--- config.mk ---
export PLATFORM = sky130hd
export DESIGN_NAME = lfsr_stream_engine_flat
export DESIGN_NICKNAME = d
export VERILOG_FILES = /design/src/rtl/lfsr_stream_if.sv /design/src/rtl/lfsr_stream_engine.sv /design/src/flat_wrapper.sv
export SDC_FILE = /design/constraint.sdc
export NUM_CORES = 1
export LEC_CHECK = 0
export CAP_MARGIN = 20
export CORE_ASPECT_RATIO = 1.2
export CORE_MARGIN = 2
export CORE_UTILIZATION = 44
export CTS_BUF_LIST = sky130_fd_sc_hd__clkbuf_4
export DETAILED_ROUTE_END_ITERATION = 8
export PLACE_DENSITY_LB_ADDON = 0.1
export SYNTH_ARGS = -nofsm -noshare
export SYNTH_HDL_FRONTEND = slang
export SYNTH_SLANG_ARGS = --single-unit
--- constraint.sdc ---
create_clock -name clk -period 2.4 [get_ports clk]
set_clock_uncertainty 0.15 [all_clocks]
set_input_delay 0.24 -clock clk [delete_from_list [all_inputs] [get_ports clk]]
set_output_delay 0.24 -clock clk [all_outputs]
set_load 0.01 [all_outputs]
--- src/rtl/lfsr_stream_if.sv ---
// Register-write bus and valid/ready stream bundle for the LFSR stream engine.
// The engine connects through the slave modport; the driver side uses master.
interface lfsr_stream_if #(
  parameter int STEP = 10
) ();
  logic            write;
  logic [11:0]     addr;
  logic [31:0]     wdata;
  logic            s_valid;
  logic            s_ready;
  logic [STEP-1:0] s_data;
  logic            s_last;
  logic            m_valid;
  logic            m_ready;
  logic [STEP-1:0] m_data;
  logic            m_last;

  modport master (
    output write, addr, wdata,
    output s_valid, s_data, s_last, m_ready,
    input  s_ready, m_valid, m_data, m_last
  );

  modport slave (
    input  write, addr, wdata,
    input  s_valid, s_data, s_last, m_ready,
    output s_ready, m_valid, m_data, m_last
  );
endinterface

--- src/rtl/lfsr_stream_engine.sv ---
// Galois LFSR stream engine: STEP bits per beat in CRC or additive-scramble mode.
// Seed and control arrive on the register bus; one registered output stage.
module lfsr_stream_engine #(
  parameter int               LFSR_W    = 64,
  parameter logic [LFSR_W-1:0] POLY     = 64'h42F0_E1EB_A9EA_3693,
  parameter int               STEP      = 10,
  parameter logic [11:0]      ADDR_BASE = 12'h068
) (
  input  logic              clk,
  input  logic              rst,
  lfsr_stream_if.slave      bus,
  output logic [LFSR_W-1:0] state_o
);

  localparam int          NW        = LFSR_W / 32;
  localparam logic [11:0] CTRL_ADDR = ADDR_BASE + 12'(NW);

  logic [LFSR_W-1:0] state;
  logic [LFSR_W-1:0] seed;
  logic [LFSR_W-1:0] nxt;
  logic [STEP-1:0]   dout;
  logic [STEP-1:0]   m_data_q;
  logic              m_last_q;
  logic              m_valid_q;
  logic              mode;
  logic              auto_reseed;
  logic              ctrl_wr;
  logic              load;
  logic              accept;
  logic              reseed;

  assign bus.s_ready = ~m_valid_q | bus.m_ready;
  assign bus.m_valid = m_valid_q;
  assign bus.m_data  = m_data_q;
  assign bus.m_last  = m_last_q;
  assign state_o     = state;

  assign ctrl_wr = bus.write && (bus.addr == CTRL_ADDR);
  assign load    = ctrl_wr && bus.wdata[3];
  assign accept  = bus.s_valid && bus.s_ready;
  assign reseed  = accept && bus.s_last && auto_reseed;

  // Bit 0 of the tap mask is forced to 1 so n[0] always carries msb.
  always_comb begin : step_chain
    logic [LFSR_W-1:0] s;
    logic              msb;
    s    = state;
    msb  = 1'b0;
    dout = '0;
    for (int i = 0; i < STEP; i++) begin
      msb     = s[LFSR_W-1];
      dout[i] = mode ? (bus.s_data[i] ^ msb) : bus.s_data[i];
      s       = {s[LFSR_W-2:0], 1'b0}
              ^ ({LFSR_W{msb}} & {POLY[LFSR_W-1:1], 1'b1});
      s[0]    = s[0] ^ (~mode & bus.s_data[i]);
    end
    nxt = s;
  end

  always_ff @(posedge clk) begin
    if (rst) begin
      state       <= '0;
      seed        <= '0;
      mode        <= 1'b0;
      auto_reseed <= 1'b0;
      m_data_q    <= '0;
      m_last_q    <= 1'b0;
      m_valid_q   <= 1'b0;
    end else begin
      for (int k = 0; k < NW; k++) begin
        if (bus.write && (bus.addr == ADDR_BASE + 12'(k)))
          seed[32*k +: 32] <= bus.wdata;
      end

      if (ctrl_wr) begin
        mode        <= bus.wdata[0];
        auto_reseed <= bus.wdata[2];
      end

      if (load)
        state <= seed;
      else if (reseed)
        state <= seed;
      else if (accept)
        state <= nxt;

      if (accept) begin
        m_data_q  <= dout;
        m_last_q  <= bus.s_last;
        m_valid_q <= 1'b1;
      end else if (bus.m_ready) begin
        m_valid_q <= 1'b0;
      end
    end
  end

endmodule

--- src/flat_wrapper.sv ---
// flat-port wrapper written by rule: the top's interface ports become plain ports
module lfsr_stream_engine_flat 
#(
  parameter int               LFSR_W    = 64,
  parameter logic [LFSR_W-1:0] POLY     = 64'h42F0_E1EB_A9EA_3693,
  parameter int               STEP      = 10,
  parameter logic [11:0]      ADDR_BASE = 12'h068
)
  (clk, rst, state_o, bus_write, bus_addr, bus_wdata, bus_s_valid, bus_s_data, bus_s_last, bus_m_ready, bus_s_ready, bus_m_valid, bus_m_data, bus_m_last);
  lfsr_stream_if #(.STEP(STEP)) bus_i ();
  input  logic clk;
  input  logic rst;
  output logic [LFSR_W-1:0] state_o;
  input wire logic [$bits(bus_i.write)-1:0] bus_write;
  input wire logic [$bits(bus_i.addr)-1:0] bus_addr;
  input wire logic [$bits(bus_i.wdata)-1:0] bus_wdata;
  input wire logic [$bits(bus_i.s_valid)-1:0] bus_s_valid;
  input wire logic [$bits(bus_i.s_data)-1:0] bus_s_data;
  input wire logic [$bits(bus_i.s_last)-1:0] bus_s_last;
  input wire logic [$bits(bus_i.m_ready)-1:0] bus_m_ready;
  output wire logic [$bits(bus_i.s_ready)-1:0] bus_s_ready;
  output wire logic [$bits(bus_i.m_valid)-1:0] bus_m_valid;
  output wire logic [$bits(bus_i.m_data)-1:0] bus_m_data;
  output wire logic [$bits(bus_i.m_last)-1:0] bus_m_last;
  assign bus_i.write = bus_write;
  assign bus_i.addr = bus_addr;
  assign bus_i.wdata = bus_wdata;
  assign bus_i.s_valid = bus_s_valid;
  assign bus_i.s_data = bus_s_data;
  assign bus_i.s_last = bus_s_last;
  assign bus_i.m_ready = bus_m_ready;
  assign bus_s_ready = bus_i.s_ready;
  assign bus_m_valid = bus_i.m_valid;
  assign bus_m_data = bus_i.m_data;
  assign bus_m_last = bus_i.m_last;
  lfsr_stream_engine #(.LFSR_W(LFSR_W), .POLY(POLY), .STEP(STEP), .ADDR_BASE(ADDR_BASE)) u_core (.clk(clk), .rst(rst), .bus(bus_i), .state_o(state_o));
endmodule
# Yosys cells after proc, flatten, opt, wreduce, memory -nomap -nowiden
# Index checks and enable logic that the tools add are counted.
# totals
ff_bits,142
out_inout_bits,77
# classes
n_eq_ne,3
mux,15
bitwise_logic,43
reduce_logical,9
# op_table
cell,count
64-bit by 63-bit bitwise XOR with 64-bit output,10
64-bit 2-to-1 mux,3
"12-bit by 7-bit == test with 1-bit output, second input constant",3
1-bit bitwise XOR,20
1-bit 2-to-1 mux,12
1-bit AND,10
1-bit logical AND,7
3-bit nonzero test,1
1-bit inverter,2
2-bit nonzero test,1
1-bit bitwise OR,1

# Logic depth before layout (Yosys ltp)
# Gate-level depths: netlist of the first run.
# logic_depth
depth_word,24
mapped_depth,7
depth_no_buf,6

# Worst setup path after synthesis of the first run
# Ideal clock, no wire load.
# synth_timing
kind,register -> register
start,"reg u_core.state[58], in the netlist u_core.state_o[58]"
end,"reg u_core.state[0], in the netlist u_core.state_o[0]"
setup_time_ns,0.125
t_arrival_ns,1.889
required_time_ns,2.125
path_slack_ns,0.236
path_stages_with_launch,7
period_less_slack_ns,2.164
cell_sequence,dfxtp_1 > buf_6 > xor3_2 > xnor3_1 > xnor2_1 > a222oi_1 > nor2_1
# synth_between
elab_chain_len,14
# synth_lines
element,line_no,source
from (decl),lfsr_stream_engine.sv:18,logic [LFSR_W-1:0] state;
from (signal assigned),lfsr_stream_engine.sv:85,state <= nxt;
64-bit by 63-bit bitwise XOR with 64-bit output (10 in series),lfsr_stream_engine.sv:54,"^ ({LFSR_W{msb}} & {POLY[LFSR_W-1:1], 1'b1});"
1-bit bitwise XOR,lfsr_stream_engine.sv:55,s[0] = s[0] ^ (~mode & bus.s_data[i]);
64-bit 2-to-1 mux,lfsr_stream_engine.sv:84,else if (accept)
64-bit 2-to-1 mux,lfsr_stream_engine.sv:82,else if (reseed)
64-bit 2-to-1 mux,lfsr_stream_engine.sv:80,if (load)
# Every way passes these cells. The select of a mux whose other input is x is not followed.
# A chain may end at the register's enable or synchronous reset.

# Worst setup path in the final report of the first run
# layout_timing
start,"reg u_core.state[63], in the netlist u_core.state_o[63]"
end,out state_o[63]
# layout_rtl
element,line_no,source
to (decl),flat_wrapper.sv:13,output logic [LFSR_W-1:0] state_o;
# No word-level cell between the ends.

==> results of run 1 <==
## cell usage after synthesis, drive strengths merged, types with 3 or more instances
cell type,n
xnor2,120
nor2,48
a222oi,3
nor3,4
o21ai,10
xnor3,18
clkbuf,42
a311oi,12
buf,23
nor2b,8
xor2,31
xor3,6
nand2,193
a211o,5
a22oi,20
o2bb2ai,7
nand3b,3
a21oi,107
a211oi,20
nand3,8
o211ai,6
dfxtp,142
inv,4
o22ai,10
## layer usage
layer / track usage / part of all wire
met1: 0.381 / 0.44
met2: 0.430 / 0.46
met3: 0.0520 / 0.069
met4: 0.109 / 0.033
met5: 0 / 0
## where the power goes
part	switching [µW]	leakage [µW]	internal (µW)
clock	917	0.000114	427
sequential	570	0.00116	2790
combinational	5170	0.00251	6040
## metrics by stage
step	hold WS, ns	power [µW]	util	instance area [µm²]
after global routing	0.0797	16800	0.582	10100
after global placement	0.291	14500	0.569	9880
after CTS	0.0735	15900	0.582	10100
final	0.0931	15900	0.582	10100
after floorplan	0.226	11000	-	7710
after detailed placement	0.295	14500	0.569	9880
## registers in the layout, summed over array words and instances (netlist names)
signal / cells
u_core.bus.m_last: 1
u_core.bus.m_valid: 1
u_core.auto_reseed: 1
u_core.state_o: 64
u_core.seed: 64
u_core.mode: 1
u_core.bus.m_data: 10
## worst max-delay path: stages (launching register included)
cell and delay, ns:
dfxtp_1 0.50, buf_4 0.28, clkdlybuf4s50_1 0.56
## cell type report
| cell class | instances | share of cell area |
|---|---|---|
| multi-input cells | 665 | 0.452 |
| repair buffers | 218 | 0.216 |
| inverters | 4 | 0.00148 |
| clock buffers | 20 | 0.0148 |
| diodes | 1 | 0.000247 |
| well taps | 220 | 0.0272 |
| flip-flops and latches | 142 | 0.281 |
| clock inverters | 11 | 0.00717 |
## path summary, 6_finish.rpt
check / slack, ns / endpoint
hold / removal: 0.09 / u_core.seed[45]
hold reg to reg: 0.31 / u_core.seed[24]
setup / recovery: 0.09 / state_o[63]
setup reg to reg: 0.16 / u_core.state_o[8]
## kinds of logic after synthesis
| logic type | synth area share |
|---|---|
| buffers and inverters | 0.0410 |
| AO/OA/AOI/OAI | 0.168 |
| flip-flops | 0.368 |
| AND/OR/NAND/NOR | 0.151 |
| multiplexers | 0.00259 |
| XOR/XNOR | 0.269 |
==> results.json, run 1 <==
{
  "status": "finished clean",
  "drt_iter0_markers": 484,
  "crit_required_ns": 2.01,
  "cts-root-buf": "clkbuf_4",
  "worstReg2RegStart": "u_core.state_o[60]",
  "cts_tree": "done",
  "drive_gt1_frac": 0.128,
  "cp_data_arrival_time_ns": 1.92,
  "dp.cells": 1248,
  "io_buffer_count": 136,
  "synth_edf_count": 0,
  "dp_slack_ns": -0.0584,
  "clk_latency_ns": 0.58,
  "rsz0062_at_grt": "no",
  "holdPathStages": 3,
  "die_area_mm2": 0.0186,
  "hold_viol_final": 0,
  "hp-start": "bus_wdata[13]",
  "grt_pass1_wl_um": 38800,
  "p_per_area_mw_per_mm2": 1570,
  "syn_nets": 936,
  "numCtsBuffers": 17,
  "finalSetupViolations": 0,
  "holdBufCountCts": 1,
  "synthFlopType": "dfxtp_1",
  "grt.overflow.total": 0,
  "yosys.area.top_type": "dfxtp_1",
  "ys_warn_count": 0,
  "grt_max_degree": 63,
  "crit_start": "u_core.state_o[63]",
  "wl_um": 25900,
  "io_pins": 137,
  "grt_usage": 0.276,
  "final_common_cell": "nand2_1",
  "maxCapViolations": 0,
  "slew_headroom": 0.531,
  "first_global_vias": 6480,
  "synthTopCellsByArea": "dfxtp_1, xnor2_1, nand2_1",
  "drcViolationCount": 0,
  "nNetsFinal": 1108,
  "drt.antenna.violating_nets": 0,
  "irDropWorstVdd_uv": 604,
  "place.gp.congestion": 0.917,
  "seq_area_frac_synth": 0.368,
  "routed_via_density": 5.40,
  "ys_seq_elements": 142,
  "timing.setup.tns_ns": 0,
  "path_class": "register to output port",
  "rows": 53,
  "via_count": 6917,
  "core_area_mm2": 0.0174,
  "clock-sinks": 142,
  "setup_ws_ns": 0.0935,
  "die_w_um": 125,
  "async_flop_share": 0,
  "fin_crit_ns": 2.31,
  "ys_types": 50,
  "syn_area_mm2": 0.00771,
  "syn_area_per_cell_um2": 8.81,
  "finalMaxSlewViolations": 0,
  "cts.clk_slew.worst_paths_ns": 0.13,
  "fin_crit_sh": 0.961,
  "cp-start-kind": "register",
  "final_cells": 1281,
  "hp-class": "input port to register",
  "crit_fanout": 9,
  "initial_core_util": 0.444,
  "synth_top_area_frac": 0.368,
  "multi_input_area_mm2": 0.00457,
  "fill_cells": 1645,
  "synthCells": 876,
  "seq_area_mm2": 0.00284,
  "cts_setup_buffers": 0,
  "p_leak_uw": 0.00378,
  "hpwl_um": 19800,
  "worst_pin_slew_ns": 0.704,
  "ctsResizeCount": 0,
  "first_pass_iters": 5,
  "cts_buffer_depth": 2,
  "htreeDepth": 4,
  "die_h_um": 149,
  "antenna_found_initial": 1,
  "wl_per_cell_um": 20.2,
  "max_freq_ghz": 0.434,
  "final_cell_mix": "nand2_1, dfxtp_1, clkdlybuf4s50_1",
  "r2r_cells": 6,
  "end_kind": "output port",
  "area_delta_synth_final_pct": 31.2
}
No activity file was read; power rests on OpenSTA's default activity.
==> run 2, diff against run 1 <==
- CORE_MARGIN: 2 -> 3
- CORE_UTILIZATION: 44 -> 55
==> results.json, run 2 (synthesis results as in run 1) <==
{
  "end_kind": "output port",
  "fin_crit_sh": 0.979,
  "maxCapViolations": 0,
  "r2r_slack_ns": 0.08,
  "power_uw": 16000,
  "cp.depth": 2,
  "finalSetupViolations": 0,
  "hp-start": "bus_wdata[28]",
  "final_cell_mix": "nand2_1, dfxtp_1, clkdlybuf4s50_1",
  "hp-class": "input port to register",
  "multi_input_area_mm2": 0.00458,
  "die_h_um": 136,
  "hpwl_um": 19600,
  "grt_usage": 0.341,
  "cp_data_arrival_time_ns": 1.96,
  "cts_setup_buffers": 0,
  "place.gp.congestion": 0.952,
  "p_leak_uw": 0.00371,
  "path_buf_inv": 2,
  "path_cells": "buf_4, clkdlybuf4s50_1",
  "setup_ws_ns": 0.0492,
  "die_w_um": 114,
  "nNetsFinal": 1093,
  "seq_area_mm2": 0.00284,
  "clock-sinks": 142,
  "worst_pin_slew_ns": 0.564,
  "holdPathStages": 3,
  "final_cells": 1215,
  "initial_core_util": 0.573,
  "rows": 46,
  "drive_gt1_frac": 0.123,
  "drt.antenna.violating_nets": 0,
  "cts-root-buf": "clkbuf_4",
  "utilization": 0.737,
  "crit_fanout": 5,
  "crit_required_ns": 2.01,
  "r2r_cells": 6,
  "slew_headroom": 0.622,
  "wl_per_cell_um": 21.6,
  "core_area_mm2": 0.0135,
  "rr_endpoint": "u_core.state_o[1]",
  "rsz0062_at_grt": "no",
  "antenna_found_initial": 0,
  "grt_pass1_wl_um": 39700,
  "htreeDepth": 4,
  "via_count": 7275,
  "cts_tree": "done",
  "dp_slack_ns": -0.119,
  "grt_max_degree": 127,
  "clk_latency_ns": 0.59,
  "dp.cells": 1182,
  "first_pass_iters": 8,
  "io_buffer_count": 136,
  "io_pins": 137,
  "area_delta_synth_final_pct": 28.6,
  "cp_slowest_stage_delay_ns": 0.62,
  "fin_crit_ns": 2.35,
  "crit_slowest_cell": "dfxtp_1",
  "cpLargestDelayFamily": "buffers and inverters",
  "final_common_cell": "nand2_1",
  "hold_end": "u_core.seed[28]",
  "first_global_vias": 6867,
  "fill_cells": 1053,
  "routed_via_density": 5.99,
  "p_per_area_mw_per_mm2": 1610,
  "die_area_mm2": 0.0155,
  "max_freq_ghz": 0.425,
  "hold_viol_final": 0,
  "finalMaxSlewViolations": 0,
  "grt.overflow.total": 0,
  "wl_um": 26300,
  "cts_buffer_depth": 2,
  "irDropWorstVdd_uv": 1540,
  "drcViolationCount": 0,
  "drt_iter0_markers": 753,
  "cp-start-kind": "register",
  "path_class": "register to output port",
  "status": "finished clean",
  "worstReg2RegStart": "u_core.state_o[54]",
  "numCtsBuffers": 17,
  "cts.clk_slew.worst_paths_ns": 0.14
}
run 2: how the worst max path moves through the flow:
stage	startpoint	end	slack [ns]
detailed placement	bus_wdata[3]	u_core.state_o[42]	-0.12
floorplan	u_core.state_o[58]	u_core.state_o[0]	0.24
finish	u_core.state_o[61]	state_o[61]	0.05
CTS	u_core.state_o[61]	state_o[61]	0.04
global placement	bus_addr[8]	u_core.state_o[42]	-0.13
global route	u_core.state_o[61]	state_o[61]	0.007
run 2: metal layers:
| layer | routed length, µm | global-route usage | part of all wire | vias to the layer above |
|---|---|---|---|---|
| li1 | - | - | - | 3298 |
| met1 | 10500 | 0.460 | 0.40 | 3458 |
| met2 | 12400 | 0.552 | 0.47 | 456 |
| met3 | 2530 | 0.0567 | 0.096 | 63 |
| met4 | 830 | 0.121 | 0.032 | 0 |
| met5 | 0 | 0 | 0 | - |
run 2: final cells by class:
type,instances,area share
multi-input cells,665,0.462
flip-flops and latches,142,0.287
repair buffers,203,0.199
well taps,168,0.0212
clock inverters,15,0.0166
clock buffers,17,0.0129
inverters,4,0.00151
diodes,1,0.000252
run 2: power breakdown:
part	total (µW)	switching [µW]	leakage, µW	internal, µW
clock	1620	993	0.000150	632
sequential	3360	565	0.00116	2790
combinational	11000	5140	0.00240	5850
run 2: worst min-delay path: cells and delay by family:
kind / cells / cell delay [ns]
simple gates: 1 / 0.06
buf+inv: 1 / 0.42
compound gates: 1 / 0.05
run 2: repair_timing:
action	CTS	global route
endpoints found under the setup margin	1	3
resized for setup	1	2
pin swaps	0	0
hold buffers	0	0
run 2: metrics by stage:
step                area, µm²  setup TNS (ns)  hold slack [ns]
global route             9920               0           0.0580
global placement         9610           -1.53            0.291
CTS                      9910               0           0.0476
floorplan                7710               0            0.226
detailed placement       9610           -2.13            0.296
finish                   9920               0           0.0668
==> run 3, diff against run 2 <==
- HOLD_SLACK_MARGIN: default -> 0.08
- SETUP_SLACK_MARGIN: default -> 0.5
==> results.json, run 3 (synthesis results as in run 1) <==
{
  "fill_cells": 720,
  "hp-class": "input port to register",
  "drt_iter0_markers": 908,
  "n_antenna_cell": 0,
  "grt_max_degree": 58,
  "nNetsFinal": 1163,
  "wl_per_cell_um": 24.9,
  "crit_fanout": 7,
  "p_leak_uw": 0.00481,
  "finalSetupViolations": 0,
  "drive_gt1_frac": 0.283,
  "io_pins": 137,
  "cts.clk_slew.worst_paths_ns": 0.14,
  "crit_required_ns": 2.77,
  "worst_pin_slew_ns": 0.630,
  "path_buf_inv": 4,
  "cp_slowest_stage_delay_ns": 0.46,
  "fin_crit_ns": 2.23,
  "die_w_um": 114,
  "maxCapViolations": 0,
  "irDropWorstVdd_uv": 1620,
  "area_delta_synth_final_pct": 49.0,
  "first_global_vias": 7371,
  "hpwl_um": 19000,
  "p_per_area_mw_per_mm2": 1800,
  "antenna_found_initial": 0,
  "cpLargestDelayFamily": "buffers and inverters",
  "numCtsBuffers": 17,
  "wl_um": 32000,
  "clk_latency_ns": 0.60,
  "cts_buffer_depth": 2,
  "htreeDepth": 4,
  "grt_pass1_wl_um": 42600,
  "cp_data_arrival_time_ns": 2.60,
  "clock-sinks": 142,
  "first_pass_iters": 8,
  "place_area_mm2": 0.00957,
  "die_area_mm2": 0.0155,
  "end_kind": "register",
  "final_common_cell": "nand2_1",
  "routed_via_density": 6.32,
  "status": "finished clean",
  "die_h_um": 136,
  "setup_ws_ns": 0.174,
  "rows": 46,
  "grt_usage": 0.366,
  "path_cells": "buf_6, buf_12, buf_12, xor3_2, buf_8, nor4bb_1, a21oi_1, a31oi_1",
  "place.gp.congestion": 0.931,
  "cp-start-kind": "register",
  "slew_headroom": 0.580,
  "cts_tree": "done",
  "crit_top_cell": "buf_12",
  "cts-root-buf": "clkbuf_4",
  "rsz0062_at_grt": "yes",
  "drt.antenna.violating_nets": 0,
  "fin_area_mm2": 0.0115,
  "via_count": 8120,
  "final_cell_mix": "nand2_1, a21oi_1, dfxtp_1",
  "hold_viol_final": 0,
  "grt.overflow.total": 0,
  "r2r_slack_ns": 0.17,
  "drcViolationCount": 0,
  "finalMaxSlewViolations": 0,
  "core_area_mm2": 0.0135,
  "crit_slowest_cell": "xor3_2",
  "fin_crit_sh": 0.927,
  "dp_slack_ns": 0.0184,
  "io_buffer_count": 136,
  "initial_core_util": 0.573,
  "max_freq_ghz": 0.449,
  "path_class": "register to register"
}
run 3: cell count changes in the layout (fill, tap and decap cells not counted), sizes merged, moves of 2 or more:
cell           change
clkdlybuf4s50     -77
dlygate4sd2       +63
buf               +54
dlygate4sd3       +16
dlymetal6s2s      +11
clkbuf             +5
clkinv             -5
clkinvlp           +2
run 3: final timing paths:
| path | depth (start not counted) | to | from |
|---|---|---|---|
| worst min-delay path | 3 | u_core.seed[61] | bus_wdata[29] |
| worst min register to register | 2 | u_core.bus.m_last | u_core.bus.m_last |
| worst max register to register | 8 | u_core.state_o[58] | u_core.state_o[62] |
| worst max-delay path | 8 | u_core.state_o[58] | u_core.state_o[62] |
run 3: per-layer routing:
metal	wire length (µm)	vias to the layer above	GRT usage
met5	0	-	0
met4	1890	0	0.170
met3	3450	170	0.0885
met2	15000	672	0.581
met1	11600	3844	0.471
li1	-	3434	-
run 3: where the power goes:
group	internal (µW)	switching, µW
combinational	8250	7360
clock	553	968
sequential	2900	666
run 3: worst register-to-register path, cell delays in order (launching register included):
cell	delay, ns
dfxtp_4	0.39
buf_6	0.12
buf_12	0.13
buf_12	0.12
xor3_2	0.46
buf_8	0.20
nor4bb_1	0.28
a21oi_1	0.07
a31oi_1	0.21
run 3: final cells by class:
class,count,area [µm²],share of cell area
tap,168,210,0.0183
sequential,142,2950,0.256
clock inverter,12,111,0.00968
clock buffer,20,150,0.0131
inverter,4,15.0,0.00131
timing repair buffer,273,2730,0.238
multi-input combinational,665,5330,0.464
run 3: through the flow:
step	total power [µW]	hold slack [ns]	setup TNS, ns	utilization	std cells
final	20700	0.0937	0	0.854	1284
after global routing	21200	0.0798	0	0.854	1284
after CTS	17100	0.0812	0	0.792	1250
after detailed placement	14100	0.300	0	0.710	1164
after global placement	14100	0.292	-0.00990	0.710	1164
after floorplan	11100	0.226	0	-	876
run 3: what timing repair did:
item                                    in CTS  in global routing
pin swaps                                   64                 75
endpoints found under the setup margin     130                 73
endpoints found under the hold margin       43                  0
setup buffers                               38                 34
hold buffers                                16                  0
cloned                                       0                  0
resized for setup                          178                100
